## config.mk

```make
export PLATFORM = sky130hd
export DESIGN_NAME = mips_cpu_regfile_mp_flat
export DESIGN_NICKNAME = d
export VERILOG_FILES = /design/src/rtl/mips_cpu_regfile_mp_pkg.sv /design/src/rtl/mips_cpu_regfile_mp_if.sv /design/src/rtl/mips_cpu_regfile_mp_load_merge.sv /design/src/rtl/mips_cpu_regfile_mp.sv /design/src/flat_wrapper.sv
export SDC_FILE = /design/constraint.sdc
export NUM_CORES = 2
export LEC_CHECK = 0
export CORE_MARGIN = 5
export CORE_UTILIZATION = 61
export DETAILED_ROUTE_END_ITERATION = 10
export GPL_ROUTABILITY_DRIVEN = 1
export PLACE_DENSITY = 0.79
export SYNTH_ARGS = -nofsm -noshare
export SYNTH_HDL_FRONTEND = slang
export SYNTH_SLANG_ARGS = --single-unit
export TNS_END_PERCENT = 1
```

## constraint.sdc

```tcl
create_clock -name clk -period 51.8 [get_ports clk]
set_input_delay 10.36 -clock clk [delete_from_list [all_inputs] [get_ports clk]]
set_output_delay 10.36 -clock clk [all_outputs]
set_load 0.02 [all_outputs]
```

## src/rtl/mips_cpu_regfile_mp_pkg.sv

```systemverilog
// Shared MIPS core definitions: the data word type and the load opcodes
// that select a sub-word merge on writeback.
package mips_cpu_pkg;

    typedef logic [31:0] word_t;

    localparam logic [5:0] OP_LB  = 6'b100000;
    localparam logic [5:0] OP_LH  = 6'b100001;
    localparam logic [5:0] OP_LWL = 6'b100010;
    localparam logic [5:0] OP_LBU = 6'b100100;
    localparam logic [5:0] OP_LHU = 6'b100101;
    localparam logic [5:0] OP_LWR = 6'b100110;

endpackage

```

## src/rtl/mips_cpu_regfile_mp_if.sv

```systemverilog
// Bundle of read, writeback and load-scoreboard signals of the GPR file.
// The master side is the pipeline (decode, hazard unit, writeback).
interface mips_cpu_regfile_mp_if #(
    parameter int NREAD = 2,
    parameter int AW    = 5
);
    logic [NREAD*AW-1:0] rd_addr;
    logic [NREAD*32-1:0] rd_data;
    logic [NREAD-1:0]    rd_busy;
    logic                wr_en;
    logic [AW-1:0]       wr_addr;
    logic [31:0]         wr_data;
    logic [5:0]          wr_opcode;
    logic [1:0]          wr_vaddr;
    logic                ld_issue;
    logic [AW-1:0]       ld_dest;
    logic [AW:0]         ld_pending;
    logic                sb_overlap;
    logic                misalign;
    logic [31:0]         regv0;

    modport master (
        output rd_addr, wr_en, wr_addr, wr_data, wr_opcode, wr_vaddr, ld_issue, ld_dest,
        input  rd_data, rd_busy, ld_pending, sb_overlap, misalign, regv0
    );

    modport slave (
        input  rd_addr, wr_en, wr_addr, wr_data, wr_opcode, wr_vaddr, ld_issue, ld_dest,
        output rd_data, rd_busy, ld_pending, sb_overlap, misalign, regv0
    );
endinterface

```

## src/rtl/mips_cpu_regfile_mp_load_merge.sv

```systemverilog
// Combinational sub-word load merge: builds the register's new value from
// its old contents and the aligned memory word, and flags misaligned halves.
module mips_cpu_load_merge
    import mips_cpu_pkg::*;
(
    input  word_t       old_i,
    input  word_t       wr_data_i,
    input  logic [5:0]  opcode_i,
    input  logic [1:0]  vaddr_i,
    output word_t       new_o,
    output logic        misalign_o
);

    logic [7:0]  byte_s;
    logic [15:0] half_s;

    assign byte_s = wr_data_i[{vaddr_i, 3'b000} +: 8];
    assign half_s = wr_data_i[{vaddr_i[1], 4'b0000} +: 16];

    // Select the merge rule from the opcode; unknown opcodes pass the word through.
    always_comb begin
        new_o      = wr_data_i;
        misalign_o = 1'b0;
        case (opcode_i)
            OP_LB:  new_o = {{24{byte_s[7]}}, byte_s};
            OP_LBU: new_o = {24'h000000, byte_s};
            OP_LH: begin
                new_o      = {{16{half_s[15]}}, half_s};
                misalign_o = vaddr_i[0];
            end
            OP_LHU: begin
                new_o      = {16'h0000, half_s};
                misalign_o = vaddr_i[0];
            end
            OP_LWL: begin
                case (vaddr_i)
                    2'd0:    new_o = {wr_data_i[7:0],  old_i[23:0]};
                    2'd1:    new_o = {wr_data_i[15:0], old_i[15:0]};
                    2'd2:    new_o = {wr_data_i[23:0], old_i[7:0]};
                    default: new_o = wr_data_i;
                endcase
            end
            OP_LWR: begin
                case (vaddr_i)
                    2'd0:    new_o = wr_data_i;
                    2'd1:    new_o = {old_i[31:24], wr_data_i[31:8]};
                    2'd2:    new_o = {old_i[31:16], wr_data_i[31:16]};
                    default: new_o = {old_i[31:8],  wr_data_i[31:24]};
                endcase
            end
            default: new_o = wr_data_i;
        endcase
    end

endmodule

```

## src/rtl/mips_cpu_regfile_mp.sv

```systemverilog
// MIPS GPR file: NREAD combinational read ports, one merging write port,
// optional write-to-read bypass and a scoreboard of registers awaiting loads.
module mips_cpu_regfile_mp
    import mips_cpu_pkg::*;
#(
    parameter int NREAD  = 2,
    parameter int DEPTH  = 32,
    parameter int BYPASS = 1,
    parameter int SB_EN  = 1
) (
    input  logic                    clk,
    input  logic                    rst,
    mips_cpu_regfile_mp_if.slave    bus
);

    localparam int AW     = $clog2(DEPTH);
    localparam int V0_IDX = (DEPTH > 2) ? 2 : 0;
    localparam logic [DEPTH-1:0] ONE_HOT0 = {{(DEPTH-1){1'b0}}, 1'b1};

    word_t              regs_q [DEPTH];
    logic [DEPTH-1:0]   busy_q, busy_d, clr_mask_s, set_mask_s;
    logic [AW:0]        ld_pending_q, ld_pending_d;
    logic               sb_overlap_q, sb_overlap_d, misalign_q, misalign_d;
    word_t              merged_s;
    logic               merge_misalign_s, wr_clear_s, wr_commit_s, ld_set_s;
    logic [NREAD*32-1:0] rd_data_s;
    logic [NREAD-1:0]   rd_busy_s;

    function automatic logic [AW:0] popcount(input logic [DEPTH-1:0] v);
        logic [AW:0] cnt;
        cnt = {(AW+1){1'b0}};
        for (int k = 0; k < DEPTH; k++) begin
            cnt = cnt + {{AW{1'b0}}, v[k]};
        end
        return cnt;
    endfunction

    // One merge unit serves both the array write and the bypass path.
    mips_cpu_load_merge u_merge (
        .old_i      (regs_q[bus.wr_addr]),
        .wr_data_i  (bus.wr_data),
        .opcode_i   (bus.wr_opcode),
        .vaddr_i    (bus.wr_vaddr),
        .new_o      (merged_s),
        .misalign_o (merge_misalign_s)
    );

    assign wr_clear_s  = bus.wr_en & ~merge_misalign_s;
    assign wr_commit_s = wr_clear_s & (bus.wr_addr != {AW{1'b0}});
    assign ld_set_s    = (SB_EN != 0) & bus.ld_issue & (bus.ld_dest != {AW{1'b0}});

    // Scoreboard next state: clear on writeback, then set on issue so a new load wins.
    always_comb begin
        clr_mask_s   = wr_clear_s ? (ONE_HOT0 << bus.wr_addr) : {DEPTH{1'b0}};
        set_mask_s   = ld_set_s ? (ONE_HOT0 << bus.ld_dest) : {DEPTH{1'b0}};
        busy_d       = (SB_EN != 0) ? ((busy_q & ~clr_mask_s) | set_mask_s) : {DEPTH{1'b0}};
        sb_overlap_d = ld_set_s & busy_q[bus.ld_dest];
        misalign_d   = bus.wr_en & merge_misalign_s;
        ld_pending_d = popcount(busy_d);
    end

    // Scoreboard, pending count and pulse registers.
    always_ff @(posedge clk or posedge rst) begin
        if (rst) begin
            busy_q       <= {DEPTH{1'b0}};
            ld_pending_q <= {(AW+1){1'b0}};
            sb_overlap_q <= 1'b0;
            misalign_q   <= 1'b0;
        end else begin
            busy_q       <= busy_d;
            ld_pending_q <= ld_pending_d;
            sb_overlap_q <= sb_overlap_d;
            misalign_q   <= misalign_d;
        end
    end

    // Register array write port.
    always_ff @(posedge clk or posedge rst) begin
        if (rst) begin
            for (int k = 0; k < DEPTH; k++) begin
                regs_q[k] <= 32'h0000_0000;
            end
        end else if (wr_commit_s) begin
            regs_q[bus.wr_addr] <= merged_s;
        end
    end

    // Read ports: r0 and reset read as zero; a committing write bypasses and frees the register.
    always_comb begin
        rd_data_s = {(NREAD*32){1'b0}};
        rd_busy_s = {NREAD{1'b0}};
        for (int i = 0; i < NREAD; i++) begin
            if (rst || (bus.rd_addr[i*AW +: AW] == {AW{1'b0}})) begin
                rd_data_s[i*32 +: 32] = 32'h0000_0000;
                rd_busy_s[i]          = 1'b0;
            end else if ((BYPASS != 0) && wr_commit_s && (bus.wr_addr == bus.rd_addr[i*AW +: AW])) begin
                rd_data_s[i*32 +: 32] = merged_s;
                rd_busy_s[i]          = 1'b0;
            end else begin
                rd_data_s[i*32 +: 32] = regs_q[bus.rd_addr[i*AW +: AW]];
                rd_busy_s[i]          = busy_q[bus.rd_addr[i*AW +: AW]];
            end
        end
    end

    assign bus.rd_data    = rd_data_s;
    assign bus.rd_busy    = rd_busy_s;
    assign bus.ld_pending = ld_pending_q;
    assign bus.sb_overlap = sb_overlap_q;
    assign bus.misalign   = misalign_q;
    assign bus.regv0      = (DEPTH > 2) ? regs_q[V0_IDX] : 32'h0000_0000;

endmodule

```

## src/flat_wrapper.sv

```systemverilog
// flat-port wrapper written by rule: the top's interface ports become plain ports
module mips_cpu_regfile_mp_flat import mips_cpu_pkg::*;
#(
    parameter int NREAD  = 2,
    parameter int DEPTH  = 32,
    parameter int BYPASS = 1,
    parameter int SB_EN  = 1
)
  (clk, rst, bus_rd_addr, bus_wr_en, bus_wr_addr, bus_wr_data, bus_wr_opcode, bus_wr_vaddr, bus_ld_issue, bus_ld_dest, bus_rd_data, bus_rd_busy, bus_ld_pending, bus_sb_overlap, bus_misalign, bus_regv0);
  mips_cpu_regfile_mp_if #(.NREAD(NREAD), .AW((5))) bus_i ();
  input  logic clk;
  input  logic rst;
  input wire logic [$bits(bus_i.rd_addr)-1:0] bus_rd_addr;
  input wire logic [$bits(bus_i.wr_en)-1:0] bus_wr_en;
  input wire logic [$bits(bus_i.wr_addr)-1:0] bus_wr_addr;
  input wire logic [$bits(bus_i.wr_data)-1:0] bus_wr_data;
  input wire logic [$bits(bus_i.wr_opcode)-1:0] bus_wr_opcode;
  input wire logic [$bits(bus_i.wr_vaddr)-1:0] bus_wr_vaddr;
  input wire logic [$bits(bus_i.ld_issue)-1:0] bus_ld_issue;
  input wire logic [$bits(bus_i.ld_dest)-1:0] bus_ld_dest;
  output wire logic [$bits(bus_i.rd_data)-1:0] bus_rd_data;
  output wire logic [$bits(bus_i.rd_busy)-1:0] bus_rd_busy;
  output wire logic [$bits(bus_i.ld_pending)-1:0] bus_ld_pending;
  output wire logic [$bits(bus_i.sb_overlap)-1:0] bus_sb_overlap;
  output wire logic [$bits(bus_i.misalign)-1:0] bus_misalign;
  output wire logic [$bits(bus_i.regv0)-1:0] bus_regv0;
  assign bus_i.rd_addr = bus_rd_addr;
  assign bus_i.wr_en = bus_wr_en;
  assign bus_i.wr_addr = bus_wr_addr;
  assign bus_i.wr_data = bus_wr_data;
  assign bus_i.wr_opcode = bus_wr_opcode;
  assign bus_i.wr_vaddr = bus_wr_vaddr;
  assign bus_i.ld_issue = bus_ld_issue;
  assign bus_i.ld_dest = bus_ld_dest;
  assign bus_rd_data = bus_i.rd_data;
  assign bus_rd_busy = bus_i.rd_busy;
  assign bus_ld_pending = bus_i.ld_pending;
  assign bus_sb_overlap = bus_i.sb_overlap;
  assign bus_misalign = bus_i.misalign;
  assign bus_regv0 = bus_i.regv0;
  mips_cpu_regfile_mp #(.NREAD(NREAD), .DEPTH(DEPTH), .BYPASS(BYPASS), .SB_EN(SB_EN)) u_core (.clk(clk), .rst(rst), .bus(bus_i));
endmodule
```

==> results.txt <==
- Remaining number of nets flagged by the antenna check after routing: 0
- From left edge to right edge, the die measures 343 µm.
* Full die area: 118000 µm²
- The worst setup path is launched from an input pin.
- Routed wl met2: 107000 µm
- STA classifies the critical path endpoint as a primary output.
- Initial antenna violation count: 22
- Power share of the clock group: 0.285
* Aggregate global routing overflow: 0
* Buffers inserted during post-CTS setup optimization: 0
- Setup CP Type: input pin to primary output
- Counting flops and latches in the post-synthesis netlist gives roughly 1100.
- Number of vias per cell: approximately 7.6
- For this design the total switching power over the nets is 1060 µW.
* Number of filler instances in the final layout: 8358
- The detailed router finished its first iteration with between 10000 and 15000 violations.
- In the final routed layout, each cell accounts on average for around 33 µm.
- The sequential cells in the finished layout cover a total of 26600 µm².
- Global-route usage over all layers: 0.443
- The finished layout holds 7929 standard cells, fillers aside.
- Final instance area: 73200 µm²
* Fraction of power consumed by combinational cells: 0.323
- CTS Root Cell: sky130_fd_sc_hd__clkbuf_16
- Static timing analysis puts the maximum clock frequency at 38.1 MHz.
* Die Span Y: approximately 340 µm
* Slowest cell delay on critical path: approximately 0.95 ns
- IR analysis of the VDD net gives a maximum drop of 0.000139 V.
- CTS tree: built
- Compared with the post-synthesis result, the final layout area differs by 8.28%.
- The final-report max-slew violation count is 0.
- Worst hold slack: 0.422 ns
* Number of nets in the layout: 6432
- Summed over all cells, the static leakage comes to 0.0311 µW.
* Number of buffers on the longest clock path: 3
- Leaving out fill and tap cells, the most frequent cell in the layout is sky130_fd_sc_hd__o21ai_0.
- Final Power: 3010 µW
- After clock tree synthesis, the flow added hold-fix buffers numbering 0.
- Setup skew after layout: 0.0358 ns
* Count of unresolved DRC violations after routing: 0
* Ordered cell list for the critical path: buf_8 > buf_4 > buf_4 > buf_4 > mux4_2 > a22oi_1 > o21ai_0 > o21ai_0 > o22ai_1 > clkdlybuf4s50_1
- Fraction of the cycle the final worst path needs: 0.507
- In this run the power density over the cells is 41.1 nW/µm².
- The most used flip-flop cell after synthesis is sky130_fd_sc_hd__dfrtp_1.
- The first global-routing pass estimated 386000 µm of wire.
- After detailed placement, the design holds a cell count of 7709.
- The number of global-route vias before repair is 58300.
* Setup total negative slack: 0 ns
- After clock tree synthesis, the clock-pin slew on the worst setup and hold paths is around 0.06 ns.
- The tightest min-delay check is of the flop to flop type.
- Entering global routing, the biggest net connects 185 pins.
* Post-synthesis cell type count: 83
- The tree built by TritonCTS fans out to 1064 sinks.
- In this run the worst path has a maximum fanout of 54.
* DR vias: between 60000 and 70000
* Max-slew headroom: 0.0479
- Met3 Wirelength: 46200 µm
* Sequential power share: 0.392
- Highest metal layer with signal wires: met5
* Total iterations of the first detailed-routing run: 8
* Share of total power consumed by net switching: 0.353
- The clock tree synthesis step divided the H-tree into 3 levels.
* Effective utilization at floorplan: 0.613
- Number of enable-type register cells in the synthesized netlist: 0
- The count of endpoints failing hold in the final timing report is 0.
- The share of the Yosys chip area taken by registers is 0.394.
- The core region is 110000 µm².
- After detailed placement, the total cell area comes to 69300 µm².
* Synthesized cell area: 67600 µm²
- Time the final worst path needs with I/O delays and setup: 26.24 ns
* Most frequent cell on the critical path: sky130_fd_sc_hd__buf_4
* CP Data Arrival Time: 15.88 ns
* Total length of routed wires: 265000 µm
- Outcome: complete, no violations
- Post-CTS repair changed the size of 0 cells.
- RSZ-0062 raised after global routing: no
- Number of nets produced by synthesis: 6735
- Multi-input gate area: 37700 µm²
- The Yosys step of the flow raised 0 warnings.
- Leaving out fill and tap cells, the most frequent cells in the layout are 1126 x sky130_fd_sc_hd__o21ai_0, 1064 x sky130_fd_sc_hd__dfrtp_1, 1042 x sky130_fd_sc_hd__nand2_1, 600 x sky130_fd_sc_hd__mux2i_1, 476 x sky130_fd_sc_hd__mux4_2.
- Syn_area_per_cell: 10.2 µm²
* Final Setup Violations: 0
- For the pin with the worst max-slew slack, the measured transition is around 1.4 ns.
* Met1 Wirelength: ~89000 µm
* Routability Congestion: 1.02
- Required time at the endpoint of the critical path: 41.44 ns
- Top delay family on crit path: buffers and inverters
* Post-synth ARST share: 1.00
- Number of port buffers: 169
- Clock latency on the worst-skew pair, taken at its later pin, is 0.73 ns.
* Cell with the biggest individual delay on the critical path: sky130_fd_sc_hd__buf_4
- In this run the count of I/O pins placed on the die edge is 170.
- Count of standard-cell rows: 122
- Counting the buffers created by CTS gives 113.
- Internal power comes to between 1500 and 2000 µW.
- Synthesis produced a netlist whose cell count is 6639.
- Layout cell share with drive strength beyond 1: 0.162
* Number of buffer and inverter stages on the critical path: 5
* Max Cap Viol: 0
* HPWL after detailed placement: 156000 µm
final cells by class:
type / instances / area share
inverters: 67 / 0.00355
repair buffers: 319 / 0.0395
multi-input cells: 4771 / 0.515
diodes: 13 / 0.000444
well taps: 1488 / 0.0254
clock inverters: 49 / 0.00865
flip-flops and latches: 1064 / 0.364
clock buffers: 158 / 0.0438
logic make-up after synthesis:
family	synth area share
multiplexers	0.269
XOR/XNOR	0.00168
adder cells (fa/ha/maj)	0.00859
AO/OA/AOI/OAI	0.179
buffers and inverters	0.0554
flip-flops	0.394
AND/OR/NAND/NOR	0.0924
cell usage after synthesis (all sizes together), types with 9 or more instances:
cell type	count	area, µm²
a211oi	10	75.1
nand3	49	245
nand4	10	62.6
o32ai	18	158
a32oi	9	78.8
o221ai	12	105
a22oi	196	1470
clkbuf	463	1770
dfrtp	1064	26600
mux2	114	1280
inv	67	251
nand2	1060	3980
buf	274	1730
fa	24	480
and2	16	100
nor3	47	240
o211ai	73	563
a22o	27	236
nand2b	25	156
a221oi	194	1700
mux4	483	10900
a21oi	137	764
mux2i	600	6010
o21ai	1180	5910
nor2b	31	196
nor2	242	908
o22ai	96	601
through the flow:
step / worst slack (ns) / utilization
4_1_cts: 25.65 / 0.663
2_1_floorplan: 3.77 / -
6_report: 25.56 / 0.663
3_3_place_gp: 25.70 / 0.628
3_5_place_dp: 25.67 / 0.628
5_1_grt: 25.37 / 0.663
per-layer routing:
layer,up-vias,GRT usage
li1,24100,-
met2,5717,0.603
met3,1459,0.198
met1,29300,0.569
met4,24,0.308
met5,-,0
path summary, 6_finish.rpt:
path | slack [ns] | from | depth (start not counted) | end
max in group asynchronous | 37.64 | rst | 6 | u_core.regs_q[534]
min in group asynchronous | 10.39 | rst | 2 | u_core.regs_q[385]
worst max register to register | 46.38 | u_core.busy_q[0] | 15 | u_core.bus.ld_pending[4]
worst min register to register | 0.42 | u_core.regs_q[1021] | 0 | u_core.regs_q[1021]
worst max-delay path | 25.56 | bus_rd_addr[5] | 10 | bus_rd_data[53]
worst min-delay path | 0.42 | u_core.regs_q[1021] | 0 | u_core.regs_q[1021]
registers in the layout, indices dropped and copies added (netlist names):
| register | cells |
|---|---|
| u_core.bus.ld_pending | 6 |
| u_core.bus.misalign | 1 |
| u_core.bus.regv0 | 32 |
| u_core.bus.sb_overlap | 1 |
| u_core.busy_q | 32 |
| u_core.regs_q | 992 |
power groups by stage:
| stage | clock network, µW | registers [µW] | logic (µW) |
|---|---|---|---|
| 5_1_grt | 889 | 1200 | 1070 |
| 2_1_floorplan | 0 | 1130 | 716 |
| 3_5_place_dp | 0 | 1180 | 953 |
| 6_report | 857 | 1180 | 973 |
| 3_3_place_gp | 0 | 1170 | 919 |
| 4_1_cts | 855 | 1170 | 964 |
No activity file was read; power rests on OpenSTA's default activity.
